`config.mk`:
```
export PLATFORM = sky130hd
export DESIGN_NAME = intexp_prio
export DESIGN_NICKNAME = d
export VERILOG_FILES = /design/src/rtl/intexp_prio.sv
export SDC_FILE = /design/constraint.sdc
export NUM_CORES = 1
export LEC_CHECK = 0
export BUFFER_PORTS_ARGS = -buffer_cell sky130_fd_sc_hd__buf_2
export CAP_MARGIN = 20
export CORE_MARGIN = 2
export CORE_UTILIZATION = 40
export DETAILED_ROUTE_END_ITERATION = 6
export PLACE_DENSITY = 0.77
export SLEW_MARGIN = 5
export SYNTH_ARGS = -nofsm -noshare
export SYNTH_HDL_FRONTEND = slang
export SYNTH_SLANG_ARGS = --single-unit
```
`constraint.sdc`:
```
create_clock -name clk -period 1.8 [get_ports clk]
set_input_delay 0 -clock clk [delete_from_list [all_inputs] [get_ports clk]]
set_output_delay 0 -clock clk [all_outputs]
set_load 0.1 [all_outputs]
```
`src/rtl/intexp_prio.sv`:
```
// intexp_prio
//   Interrupt/exception controller. It arbitrates NUM_IRQ maskable interrupt
//   lines and four memory exceptions by fixed priority, then computes the IDT
//   entry address and captures the precise CS:EIP. It drains the pipeline and
//   then drives the microsequencer ROM through an entry or IRET sequence of
//   2**RSEQ_AW micro-ops. While an IRQ handler is in service, no further IRQ
//   is taken. An exception that arrives while the FSM is busy raises a sticky
//   double-fault flag.
//
// Ports
//   clk, rst                     clock, asynchronous active-high reset
//   irq, irq_mask                level requests / per-line mask (1 = masked)
//   dc_prot_exp, dc_page_fault   data-side exception strobes (RO-stage EIP)
//   ic_prot_exp, ic_page_fault   fetch-side exception strobes (decode EIP)
//   end_bit, iret_op             instruction boundary, IRET decoded
//   pipe_valid, fifo_empty_bar   drain conditions
//   ld_ag                        AG accepted the current micro-op
//   eip_reg/cs_reg               decode-stage return point
//   eip_ro_reg/cs_ro_reg         RO-stage return point
//   idt_addr                     selected IDT entry address
//   eip_saved/cs_saved           captured return point
//   rseq_addr                    {iret_mode, step}
//   rseq_mux_sel, block_ic_ren   ROM source select, I-cache read stall
//   irq_ack                      one-hot, one-cycle acknowledge pulse
//   in_service, dbl_fault, busy  status
module intexp_prio #(
    parameter int unsigned NUM_IRQ    = 4,
    parameter int unsigned NUM_STG    = 5,
    parameter logic [31:0] IDT_BASE   = 32'h0000_2000,
    parameter int unsigned VEC_STRIDE = 8,
    parameter int unsigned IRQ_VEC0   = 2,
    parameter int unsigned RSEQ_AW    = 2
) (
    input  logic                 clk,
    input  logic                 rst,
    input  logic [NUM_IRQ-1:0]   irq,
    input  logic [NUM_IRQ-1:0]   irq_mask,
    input  logic                 dc_prot_exp,
    input  logic                 dc_page_fault,
    input  logic                 ic_prot_exp,
    input  logic                 ic_page_fault,
    input  logic                 end_bit,
    input  logic                 iret_op,
    input  logic [NUM_STG-1:0]   pipe_valid,
    input  logic                 fifo_empty_bar,
    input  logic                 ld_ag,
    input  logic [31:0]          eip_reg,
    input  logic [15:0]          cs_reg,
    input  logic [31:0]          eip_ro_reg,
    input  logic [15:0]          cs_ro_reg,
    output logic [31:0]          idt_addr,
    output logic [31:0]          eip_saved,
    output logic [15:0]          cs_saved,
    output logic [RSEQ_AW:0]     rseq_addr,
    output logic                 rseq_mux_sel,
    output logic                 block_ic_ren,
    output logic [NUM_IRQ-1:0]   irq_ack,
    output logic                 in_service,
    output logic                 dbl_fault,
    output logic                 busy
);

    localparam int unsigned IDX_W = (NUM_IRQ > 1) ? $clog2(NUM_IRQ) : 1;

    typedef enum logic [1:0] {
        IDLE  = 2'd0,
        DRAIN = 2'd1,
        RSEQ  = 2'd2
    } state_t;

    state_t               state;
    logic                 mode;
    logic                 irq_entry;
    logic [RSEQ_AW-1:0]   step;
    logic [IDX_W-1:0]     irq_idx;

    logic                 exc_any;
    logic                 exc_use_ro;
    logic [31:0]          exc_vec;
    logic [31:0]          exc_addr;
    logic [NUM_IRQ-1:0]   irq_pend;
    logic                 irq_any;
    logic [IDX_W-1:0]     win_idx;
    logic [31:0]          irq_addr;
    logic                 drained;

    assign exc_any  = dc_prot_exp | dc_page_fault | ic_prot_exp | ic_page_fault;
    assign irq_pend = irq & ~irq_mask;
    assign irq_any  = |irq_pend;
    assign drained  = (pipe_valid == '0) && !fifo_empty_bar;

    // Exception priority: data-side faults carry the RO-stage return point,
    // because the faulting instruction has already left decode.
    always_comb begin
        exc_vec    = 32'd14;
        exc_use_ro = 1'b0;
        if (dc_prot_exp) begin
            exc_vec    = 32'd13;
            exc_use_ro = 1'b1;
        end else if (dc_page_fault) begin
            exc_vec    = 32'd14;
            exc_use_ro = 1'b1;
        end else if (ic_prot_exp) begin
            exc_vec    = 32'd13;
        end
    end

    // Lowest-index unmasked line wins; scanning downward lets it overwrite.
    always_comb begin
        win_idx = '0;
        for (int i = NUM_IRQ - 1; i >= 0; i--) begin
            if (irq_pend[i]) begin
                win_idx = IDX_W'(i);
            end
        end
    end

    assign exc_addr  = IDT_BASE + exc_vec * VEC_STRIDE;
    assign irq_addr  = IDT_BASE + (IRQ_VEC0 + 32'(win_idx)) * VEC_STRIDE;
    assign rseq_addr = {mode, step};

    always_ff @(posedge clk or posedge rst) begin
        if (rst) begin
            state        <= IDLE;
            mode         <= 1'b0;
            irq_entry    <= 1'b0;
            step         <= '0;
            irq_idx      <= '0;
            idt_addr     <= '0;
            eip_saved    <= '0;
            cs_saved     <= '0;
            rseq_mux_sel <= 1'b0;
            block_ic_ren <= 1'b0;
            irq_ack      <= '0;
            in_service   <= 1'b0;
            dbl_fault    <= 1'b0;
            busy         <= 1'b0;
        end else begin
            irq_ack <= '0;
            case (state)
                IDLE: begin
                    if (exc_any) begin
                        idt_addr     <= exc_addr;
                        eip_saved    <= exc_use_ro ? eip_ro_reg : eip_reg;
                        cs_saved     <= exc_use_ro ? cs_ro_reg : cs_reg;
                        mode         <= 1'b0;
                        irq_entry    <= 1'b0;
                        state        <= DRAIN;
                        busy         <= 1'b1;
                        block_ic_ren <= 1'b1;
                    end else if (irq_any && !in_service && end_bit) begin
                        idt_addr     <= irq_addr;
                        eip_saved    <= eip_reg;
                        cs_saved     <= cs_reg;
                        irq_idx      <= win_idx;
                        mode         <= 1'b0;
                        irq_entry    <= 1'b1;
                        state        <= DRAIN;
                        busy         <= 1'b1;
                        block_ic_ren <= 1'b1;
                    end else if (iret_op && end_bit) begin
                        mode         <= 1'b1;
                        irq_entry    <= 1'b0;
                        state        <= DRAIN;
                        busy         <= 1'b1;
                        block_ic_ren <= 1'b1;
                    end
                end
                DRAIN: begin
                    if (exc_any) begin
                        dbl_fault <= 1'b1;
                    end
                    if (drained) begin
                        state        <= RSEQ;
                        step         <= '0;
                        rseq_mux_sel <= 1'b1;
                    end
                end
                RSEQ: begin
                    if (exc_any) begin
                        dbl_fault <= 1'b1;
                    end
                    if (ld_ag) begin
                        if (step == '1) begin
                            state        <= IDLE;
                            step         <= '0;
                            busy         <= 1'b0;
                            block_ic_ren <= 1'b0;
                            rseq_mux_sel <= 1'b0;
                            if (mode) begin
                                in_service <= 1'b0;
                            end else if (irq_entry) begin
                                irq_ack    <= NUM_IRQ'(1) << irq_idx;
                                in_service <= 1'b1;
                            end
                        end else begin
                            step <= step + 1'b1;
                        end
                    end
                end
                default: begin
                    state <= IDLE;
                end
            endcase
        end
    end

endmodule
```
==> results of run 1 <==
==> sequential cells by signal (all words and copies together), names as in the netlist <==
register / flops
mode: 1
irq_entry: 1
irq_ack: 4
idt_addr: 5
dbl_fault: 1
in_service: 1
state: 2
irq_idx: 2
eip_saved: 32
cs_saved: 16
rseq_mux_sel: 1
step: 2
busy: 1
==> worst register-to-register path, delay by kind of cell (launching register included) <==
family	cells	cell delay [ns]
buffers and inverters	4	0.55
flip-flops	1	0.35
adder cells (fa/ha/maj)	1	0.20
AO/OA/AOI/OAI	1	0.17
multiplexers	1	0.35
==> timing repair <==
action                     4_1_cts  5_1_grt
hold buffers                    22        0
gates resized for setup          4        3
gates cloned                     1        1
hold endpoints to repair        81        0
setup buffers                    2        1
setup endpoints to repair       26       49
==> worst min path at each step <==
stage            startpoint            end  slack [ns]  cells after the start
3_3_place_gp            rst     irq_ack[3]        0.12                      3
4_1_cts           cs_reg[2]    cs_saved[2]     0.00007                      3
3_5_place_dp            rst  eip_saved[18]        0.13                      3
2_1_floorplan           rst           busy        0.16                      1
5_1_grt        cs_ro_reg[5]    cs_saved[5]       0.006                      3
6_report        eip_reg[24]  eip_saved[24]        0.02                      3
==> cells in the final DEF, fill, tap and decap left out, types with 2 or more instances in the layout <==
cell,n
buf_2,183
a21oi_1,2
ha_1,4
buf_4,11
nor2b_1,3
inv_1,6
nand4_1,2
clkbuf_8,9
dfrtp_1,66
mux2_1,6
buf_12,4
clkinvlp_4,3
o211ai_1,2
a31oi_1,2
conb_1,27
a211oi_1,2
nand3_1,2
nor4_1,2
dfrtp_2,2
o31ai_1,2
mux2_2,94
clkinv_2,2
nand2b_1,7
nor2_1,6
a211o_1,2
and3_1,2
dlygate4sd3_1,22
a32o_1,2
a21o_1,3
nand2_1,6
==> layer usage <==
| layer | wire [microns] | global-route usage, % | share of wire [%] |
|---|---|---|---|
| met5 | 0 | 0 | 0 |
| met2 | 4570 | 31.6 | 53 |
| met1 | 3310 | 18.7 | 38 |
| met4 | 139 | 7.06 | 1.6 |
| met3 | 635 | 4.11 | 7.3 |
==> final cells by class <==
class / instances / area (sq um)
clock buffers: 10 / 128
clock inverters: 6 / 63.8
fillers: 782 / 3850
inverters: 7 / 30.0
multi-input cells: 195 / 1760
flip-flops and latches: 69 / 1730
well taps: 111 / 139
repair buffers: 223 / 1370
==> cells by family after synthesis <==
logic type	after synthesis
muxes	101
DFF	69
buffers and inverters	48
and+or+nand+nor	37
AOI/OAI and AO/OA	25
adders and majority gates	5
other	1
==> metrics by stage <==
stage / utilization, % / setup WS, ns / hold slack (ns)
floorplan: - / 0.00608 / 0.163
global placement: 51.9 / 0.0339 / 0.120
detailed placement: 51.9 / -0.00302 / 0.132
CTS: 57.1 / 0.000626 / 0.0000701
global route: 57.6 / 0.00123 / 0.00581
finish: 57.6 / 0.0650 / 0.0173
==> flow_summary.json, run 1 <==
{
  "run_status": "completed",
  "slew_violations": 0,
  "num_vias": 2939,
  "setup_viol": 0,
  "gp_congestion": 0.848,
  "cp_num_buf_inv": 4,
  "drtIter0Drc": 115,
  "clk_latency_ns": 0.34,
  "yosysMostFrequentCell": "mux2_2",
  "cts_buffers": 9,
  "critical_path_depth": 7,
  "fin_worst_skew_ns": 0.0122,
  "core_area_sq_mm": 0.00906,
  "grt_pass1_wl_microns": 13500,
  "buffer_ports.inserted": 183,
  "synthCells": 286,
  "min_period_over_period_pct": 96.4,
  "h-tree-depth": 3,
  "grt_usage_pct": 17.1,
  "clk_path_buf_depth": 2,
  "reg2reg_depth": 7,
  "rsz0062_at_grt": "no",
  "ys_ff_latch": 69,
  "die_x_microns": 99.9,
  "synth_cell_type_count": 39,
  "synthTopCellsByCount": "mux2_2, dfrtp_1, buf_4",
  "stdcell_area_sq_mm": 0.00522,
  "reg2reg_to": "eip_saved[1]",
  "drv_cap": 0,
  "drc": 0,
  "finalSetupTns_ns": 0,
  "end_kind": "flop",
  "arrival_ns": 1.95,
  "path_clk_slew_ns": 0.08,
  "synthAdderAreaFrac_pct": 1.70,
  "placed_cells": 578,
  "die_y_microns": 99.9,
  "syn-cell-area_sq_mm": 0.00368,
  "synth_top_area_share_pct": 46.9,
  "dieArea_sq_mm": 0.00999,
  "synth_compound_area_share_pct": 5.88,
  "drive_above_1_share_pct": 63.1,
  "critPathTopFamily": "buffers and inverters",
  "area.growth.synth_to_final_pct": 41.7,
  "yosys_warnings": 0,
  "synthArstFlopShare_pct": 100,
  "crit_slowest_cell": "dfrtp_1",
  "critPathLaunchType": "flop",
  "hpwl_microns": 6200,
  "yosysTopAreaCell": "dfrtp_1",
  "synth_area_leaders": "dfrtp_1, mux2_2, buf_4",
  "grt_pass1_vias": 3017,
  "cp_slowest_stage_delay_ns": 0.35,
  "crit_required_ns": 2.02,
  "clkSinkCount": 69,
  "min_period_ns": 1.74,
  "syn_area_per_cell_sq_um": 12.9,
  "antenna_found_initial": 0,
  "synth-xor-area-share_pct": 0,
  "num_antenna_cells": 0,
  "synth_simple_gate_area_share_pct": 5.57,
  "fin_nets": 629,
  "r2r_slack_ns": 0.06,
  "tritoncts": "built",
  "crit_fanout": 14,
  "path_cells": "inv_1 -> ha_2 -> buf_4 -> a21oi_4 -> buf_12 -> buf_8 -> mux2_2",
  "start_util_pct": 40.6,
  "synth_seq_area_share_pct": 46.9,
  "pin_count": 211,
  "hold_violations": 0,
  "cp-startpoint": "state[1]",
  "grt_overflow": 0,
  "cp-endpoint": "eip_saved[1]",
  "grt_max_degree": 70,
  "max_freq_mhz": 576,
  "drt-total-wl_microns": 8650,
  "cts_root_buf": "clkbuf_8",
  "routedWlPerCell_microns": 13.9,
  "ant_nets": 0,
  "synth_edf_count": 0,
  "instances_no_fill": 621,
  "crit_type": "flop to flop",
  "synth_top_family_by_area": "multiplexers",
  "synthMuxAreaShare_pct": 30.9,
  "rr_startpoint": "state[1]",
  "drt-vias-per-instance": 4.73,
  "rows": 35,
  "placed_cell_area_sq_mm": 0.00470,
  "synth_flop_cell": "dfrtp_1",
  "hold_path.class": "input pin to flop",
  "firstDrtPassIters": 4
}
Power of run 1 is left out: the tool's default activity adds up to more than one toggle a clock period on the data nets, which glitch-free logic cannot reach.
==> run 2: changes to the inputs <==
- ABC_AREA: not set -> 1
- CORE_UTILIZATION: 40 -> 39
- PLACE_DENSITY: 0.77 -> 0.82
==> run 2 against run 1 <==
Final cell count is 21% higher. Register-to-register slack better by 0.17 ns. Critical path depth is 3 higher. Clock skew is 0.0013 ns lower. Maximum frequency is 11% higher. Largest cell class is now buffers. Area after synthesis is 4.4% lower. Global-route usage is 4.2 points higher.
==> flow_summary.json, run 2 <==
{
  "drt-total-wl_microns": 10500,
  "top_regs": "eip_saved (32), cs_saved (16), idt_addr (5)",
  "drt-vias-per-instance": 4.66,
  "path_cells": "inv_1 -> ha_2 -> inv_1 -> nor2_1 -> inv_1 -> nand2_1 -> inv_1 -> nand3_1 -> nand2_1 -> nand2_1",
  "critical_path_depth": 10,
  "final_util_pct": 62.7,
  "cts_root_buf": "clkbuf_8",
  "fin_worst_skew_ns": 0.0110,
  "clkSinkCount": 69,
  "stdcell_area_sq_mm": 0.00547,
  "crit_type": "flop to flop",
  "buffer_ports.inserted": 183,
  "min_period_ns": 1.57,
  "syn_area_per_cell_sq_um": 9.34,
  "synth_cell_type_count": 26,
  "num_antenna_cells": 0,
  "crit_slowest_cell": "dfrtp_1",
  "core_area_sq_mm": 0.00872,
  "grt_overflow": 0,
  "end_kind": "flop",
  "rsz0062_at_grt": "no",
  "hpwl_microns": 6200,
  "fin_nets": 765,
  "antenna_found_initial": 0,
  "clk_path_buf_depth": 2,
  "syn-cell-area_sq_mm": 0.00352,
  "crit_required_ns": 2.07,
  "die_y_microns": 99,
  "place_ws_ns": 0.226,
  "synth_seq_area_share_pct": 49.1,
  "drive_above_1_share_pct": 32.7,
  "die_x_microns": 99,
  "synth_top_area_share_pct": 49.1,
  "max_freq_mhz": 639,
  "clk_latency_ns": 0.34,
  "yosys_warnings": 0,
  "reg2reg_depth": 10,
  "grt_pass1_wl_microns": 16600,
  "synthTopCellsByCount": "nand2_1, dfrtp_1, mux2i_1",
  "rows": 34,
  "synthCells": 377,
  "holdPathStages": 3,
  "arrival_ns": 1.84,
  "slew_violations": 0,
  "critPathTopFamily": "simple AND/OR/NAND/NOR gates",
  "crit_fanout": 6,
  "critPathLaunchType": "flop",
  "h-tree-depth": 3,
  "fillers": 709,
  "pin_count": 211,
  "relSlewSlack_pct": 65.8,
  "num_vias": 3516,
  "dieArea_sq_mm": 0.00980,
  "grt_max_degree": 99,
  "worst_slew_pin_slew_ns": 0.517,
  "regMostFlops": "eip_saved",
  "synth_area_leaders": "dfrtp_1, mux2i_1, nand2_1",
  "layout_setup_ws_ns": 0.234,
  "grt_usage_pct": 21.3,
  "cp_num_buf_inv": 4,
  "yosysTopAreaCell": "dfrtp_1",
  "cts_buffers": 9,
  "grt_pass1_vias": 3593,
  "path_clk_slew_ns": 0.08,
  "routedWlPerCell_microns": 13.9,
  "drc": 0,
  "post_cts_buffers": 0,
  "layout_common_cells": "buf_2, nand2_1, dlygate4sd3_1",
  "run_status": "completed",
  "tritoncts": "built",
  "drv_cap": 0,
  "finalSetupTns_ns": 0,
  "drtIter0Drc": 150,
  "ys_ff_latch": 69,
  "hold_path.class": "input pin to flop",
  "hold_violations": 0,
  "cp_slowest_stage_delay_ns": 0.40,
  "synthArstFlopShare_pct": 100,
  "gp_congestion": 0.852,
  "min_period_over_period_pct": 87.0,
  "setup_viol": 0,
  "firstDrtPassIters": 4,
  "placed_cell_area_sq_mm": 0.00441,
  "layout_commonest_cell": "buf_2",
  "start_util_pct": 40.4,
  "ant_nets": 0,
  "largest_register_ffs": 32,
  "synth_flop_cell": "dfrtp_1",
  "yosysMostFrequentCell": "nand2_1",
  "cp_common_cell": "inv_1",
  "synth_edf_count": 0,
  "area.growth.synth_to_final_pct": 55.3
}
## run 2: changes by cell type after synthesis, sizes merged, moves of 4 or more
cell | previous run | this run
buf | 36 | 43
clkbuf | 5 | 1
inv | 7 | 20
mux2 | 101 | 0
mux2i | 0 | 48
nand2 | 6 | 98
nand2b | 8 | 0
nand3 | 2 | 9
nor2 | 7 | 11
nor3 | 0 | 5
o21ai | 0 | 53
## run 2: worst paths after layout
path / from / slack [ns] / to
setup / recovery: state[0] / 0.23 / state[1]
hold / removal: eip_ro_reg[9] / 0.008 / eip_saved[9]
setup reg to reg: state[0] / 0.23 / state[1]
hold reg to reg: dbl_fault / 0.46 / dbl_fault
max in group asynchronous: rst / 1.24 / cs_saved[14]
min in group asynchronous: rst / 0.28 / irq_ack[0]
## run 2: worst register-to-register path: stages, from the launching register on
cell and delay, ns:
dfrtp_1 0.40, inv_1 0.12, ha_2 0.25, inv_1 0.08, nor2_1 0.13, inv_1 0.05, nand2_1 0.14, inv_1 0.11
nand3_1 0.11, nand2_1 0.06, nand2_1 0.05
## run 2: through the flow
step | hold WS [ns] | cells
2_1_floorplan | 0.195 | 403
3_3_place_gp | 0.0985 | 654
3_5_place_dp | 0.105 | 654
4_1_cts | 0.000595 | 754
5_1_grt | 0.0224 | 754
6_report | 0.00750 | 754
## run 2: cell type report
cell class	instances	area, sq um	share of cell area, %
clock buffers	11	151	2.77
clock inverters	5	57.6	1.05
inverters	20	75.1	1.37
multi-input cells	270	1500	27.4
flip-flops and latches	69	1730	31.6
well taps	108	135	2.47
repair buffers	271	1820	33.4
## run 2: what timing repair did
item	in CTS	in global routing
hold buffers	84	0
endpoints found under the hold margin	111	0
resized for setup	0	1
endpoints found under the setup margin	0	2
## run 2: cell families after synthesis
| logic type | count (synthesis) | share of synthesized area, % |
|---|---|---|
| simple gates | 128 | 14.9 |
| flops | 69 | 49.1 |
| buf+inv | 64 | 11.3 |
| compound gates | 62 | 9.21 |
| mux | 48 | 13.7 |
| fa+ha+maj | 5 | 1.78 |
| other cells | 1 | 0.107 |
## run 2: layer usage
metal / up-vias / routed length, microns / global-route usage [%]
met2: 169 / 5370 / 37.7
met3: 33 / 767 / 4.89
met5: - / 0 / 0
li1: 1718 / - / -
met4: 0 / 321 / 10.0
met1: 1596 / 4020 / 24.2
Power of run 2 is left out for the same reason.
==> run 3: changes to the inputs <==
- CORE_UTILIZATION: 39 -> 44
- PLACE_DENSITY: 0.82 -> 0.87
- clock period: 1.8 -> 1.72 ns (I/O delays scaled with it)
==> run 3 against run 2 <==
Final cell count is 0.40% lower. Die area decreased by 11%. Maximum frequency is 2.6% lower. Setup slack worse by 0.12 ns. Critical path depth unchanged. Clock skew shrank 0.0016 ns. Cell area grew 0.14%. First-iteration DRC count down 19%. Clock-buffer cell count increased by 1. Core utilization rose by 8.2 points. Critical path type unchanged. Highest routed layer unchanged.
==> flow_summary.json, run 3 (same netlist as run 2, synthesis figures left out) <==
{
  "run_status": "completed",
  "drv_cap": 0,
  "instances_no_fill": 751,
  "cts_root_buf": "clkbuf_8",
  "gp_congestion": 0.880,
  "num_vias": 3597,
  "layout_commonest_cell": "buf_2",
  "cts_buffers": 9,
  "clk_latency_ns": 0.33,
  "drc": 0,
  "top_regs": "eip_saved (32), cs_saved (16), idt_addr (5)",
  "core_area_sq_mm": 0.00773,
  "final_util_pct": 70.8,
  "die_x_microns": 93.4,
  "max_freq_mhz": 622,
  "h-tree-depth": 3,
  "end_kind": "flop",
  "grt_max_degree": 55,
  "firstDrtPassIters": 5,
  "tritoncts": "built",
  "hpwl_microns": 6630,
  "grt_overflow": 0,
  "ant_nets": 0,
  "num_antenna_cells": 0,
  "slew_violations": 0,
  "buffer_ports.inserted": 183,
  "die_y_microns": 93.4,
  "rows": 32,
  "drive_above_1_share_pct": 32.8,
  "drtIter0Drc": 121,
  "grt_usage_pct": 24.8,
  "layout_common_cells": "buf_2, nand2_1, dlygate4sd3_1",
  "worst_slew_pin_slew_ns": 0.515,
  "regMostFlops": "eip_saved",
  "fin_nets": 768,
  "drt-total-wl_microns": 11000,
  "grt_pass1_wl_microns": 16900,
  "min_period_ns": 1.61,
  "crit_type": "flop to flop",
  "whs_ns": 0.0227,
  "antenna_found_initial": 0,
  "relSlewSlack_pct": 65.9,
  "placed_cells": 650,
  "dieArea_sq_mm": 0.00873,
  "area.growth.synth_to_final_pct": 55.5,
  "routedWlPerCell_microns": 14.6,
  "clkSinkCount": 69,
  "r2r_slack_ns": 0.11,
  "clk_path_buf_depth": 2,
  "drt-vias-per-instance": 4.79,
  "setup_viol": 0,
  "pin_count": 211,
  "fin_worst_skew_ns": 0.00937,
  "crit_required_ns": 1.98,
  "min_period_over_period_pct": 93.5,
  "grt_pass1_vias": 3679,
  "hold_path.class": "input pin to flop",
  "layout_setup_ws_ns": 0.112,
  "arrival_ns": 1.87,
  "rsz0062_at_grt": "no",
  "crit_fanout": 6,
  "place_ws_ns": 0.0872,
  "start_util_pct": 45.5,
  "path_clk_slew_ns": 0.07,
  "critPathLaunchType": "flop",
  "hold_violations": 0,
  "largest_register_ffs": 32
}
[run 3: final timing paths]
path | from | to | depth (start not counted)
worst max register to register | state[0] | state[0] | 10
worst min-delay path | eip_ro_reg[9] | eip_saved[9] | 3
max in group asynchronous | rst | eip_saved[26] | 4
min in group asynchronous | rst | eip_saved[17] | 3
worst max-delay path | state[0] | state[0] | 10
worst min register to register | dbl_fault | dbl_fault | 1
[run 3: stage by stage]
stage / TNS (ns) / cell area (sq um)
2_1_floorplan: -3.98 / 3620
3_3_place_gp: 0 / 4430
3_5_place_dp: 0 / 4430
4_1_cts: 0 / 5460
5_1_grt: 0 / 5470
6_report: 0 / 5470
[run 3: worst max-delay path: stages, from the launching register on]
cell and delay, ns:
dfrtp_1 0.41, inv_1 0.12, ha_2 0.24, inv_1 0.09, nor2_1 0.14, inv_1 0.06
nand2_1 0.15, inv_1 0.11, nand3_1 0.11, nand2_1 0.06, nand2_1 0.06
[run 3: area by class of cell]
class | count | area [sq um]
Clock inverter | 4 | 47.5
Timing Repair Buffer | 274 | 1850
Multi-Input combinational cell | 270 | 1500
Sequential cell | 69 | 1730
Inverter | 20 | 78.8
Clock buffer | 12 | 145
Tap cell | 102 | 128
Fill cell | 541 | 2250
[run 3: timing repair]
| item | in CTS | in global routing |
|---|---|---|
| gates resized for setup | 0 | 1 |
| hold endpoints to repair | 90 | 1 |
| setup endpoints to repair | 0 | 2 |
| buffers inserted | 0 | 0 |
| hold buffers | 84 | 1 |
[run 3: metal layers]
layer | track usage, % | part of all wire (%)
met1 | 27.3 | 37
met2 | 46.2 | 54
met3 | 5.08 | 7.7
met5 | 0 | 0
met4 | 10.0 | 2.3
Power of run 3 is left out for the same reason.
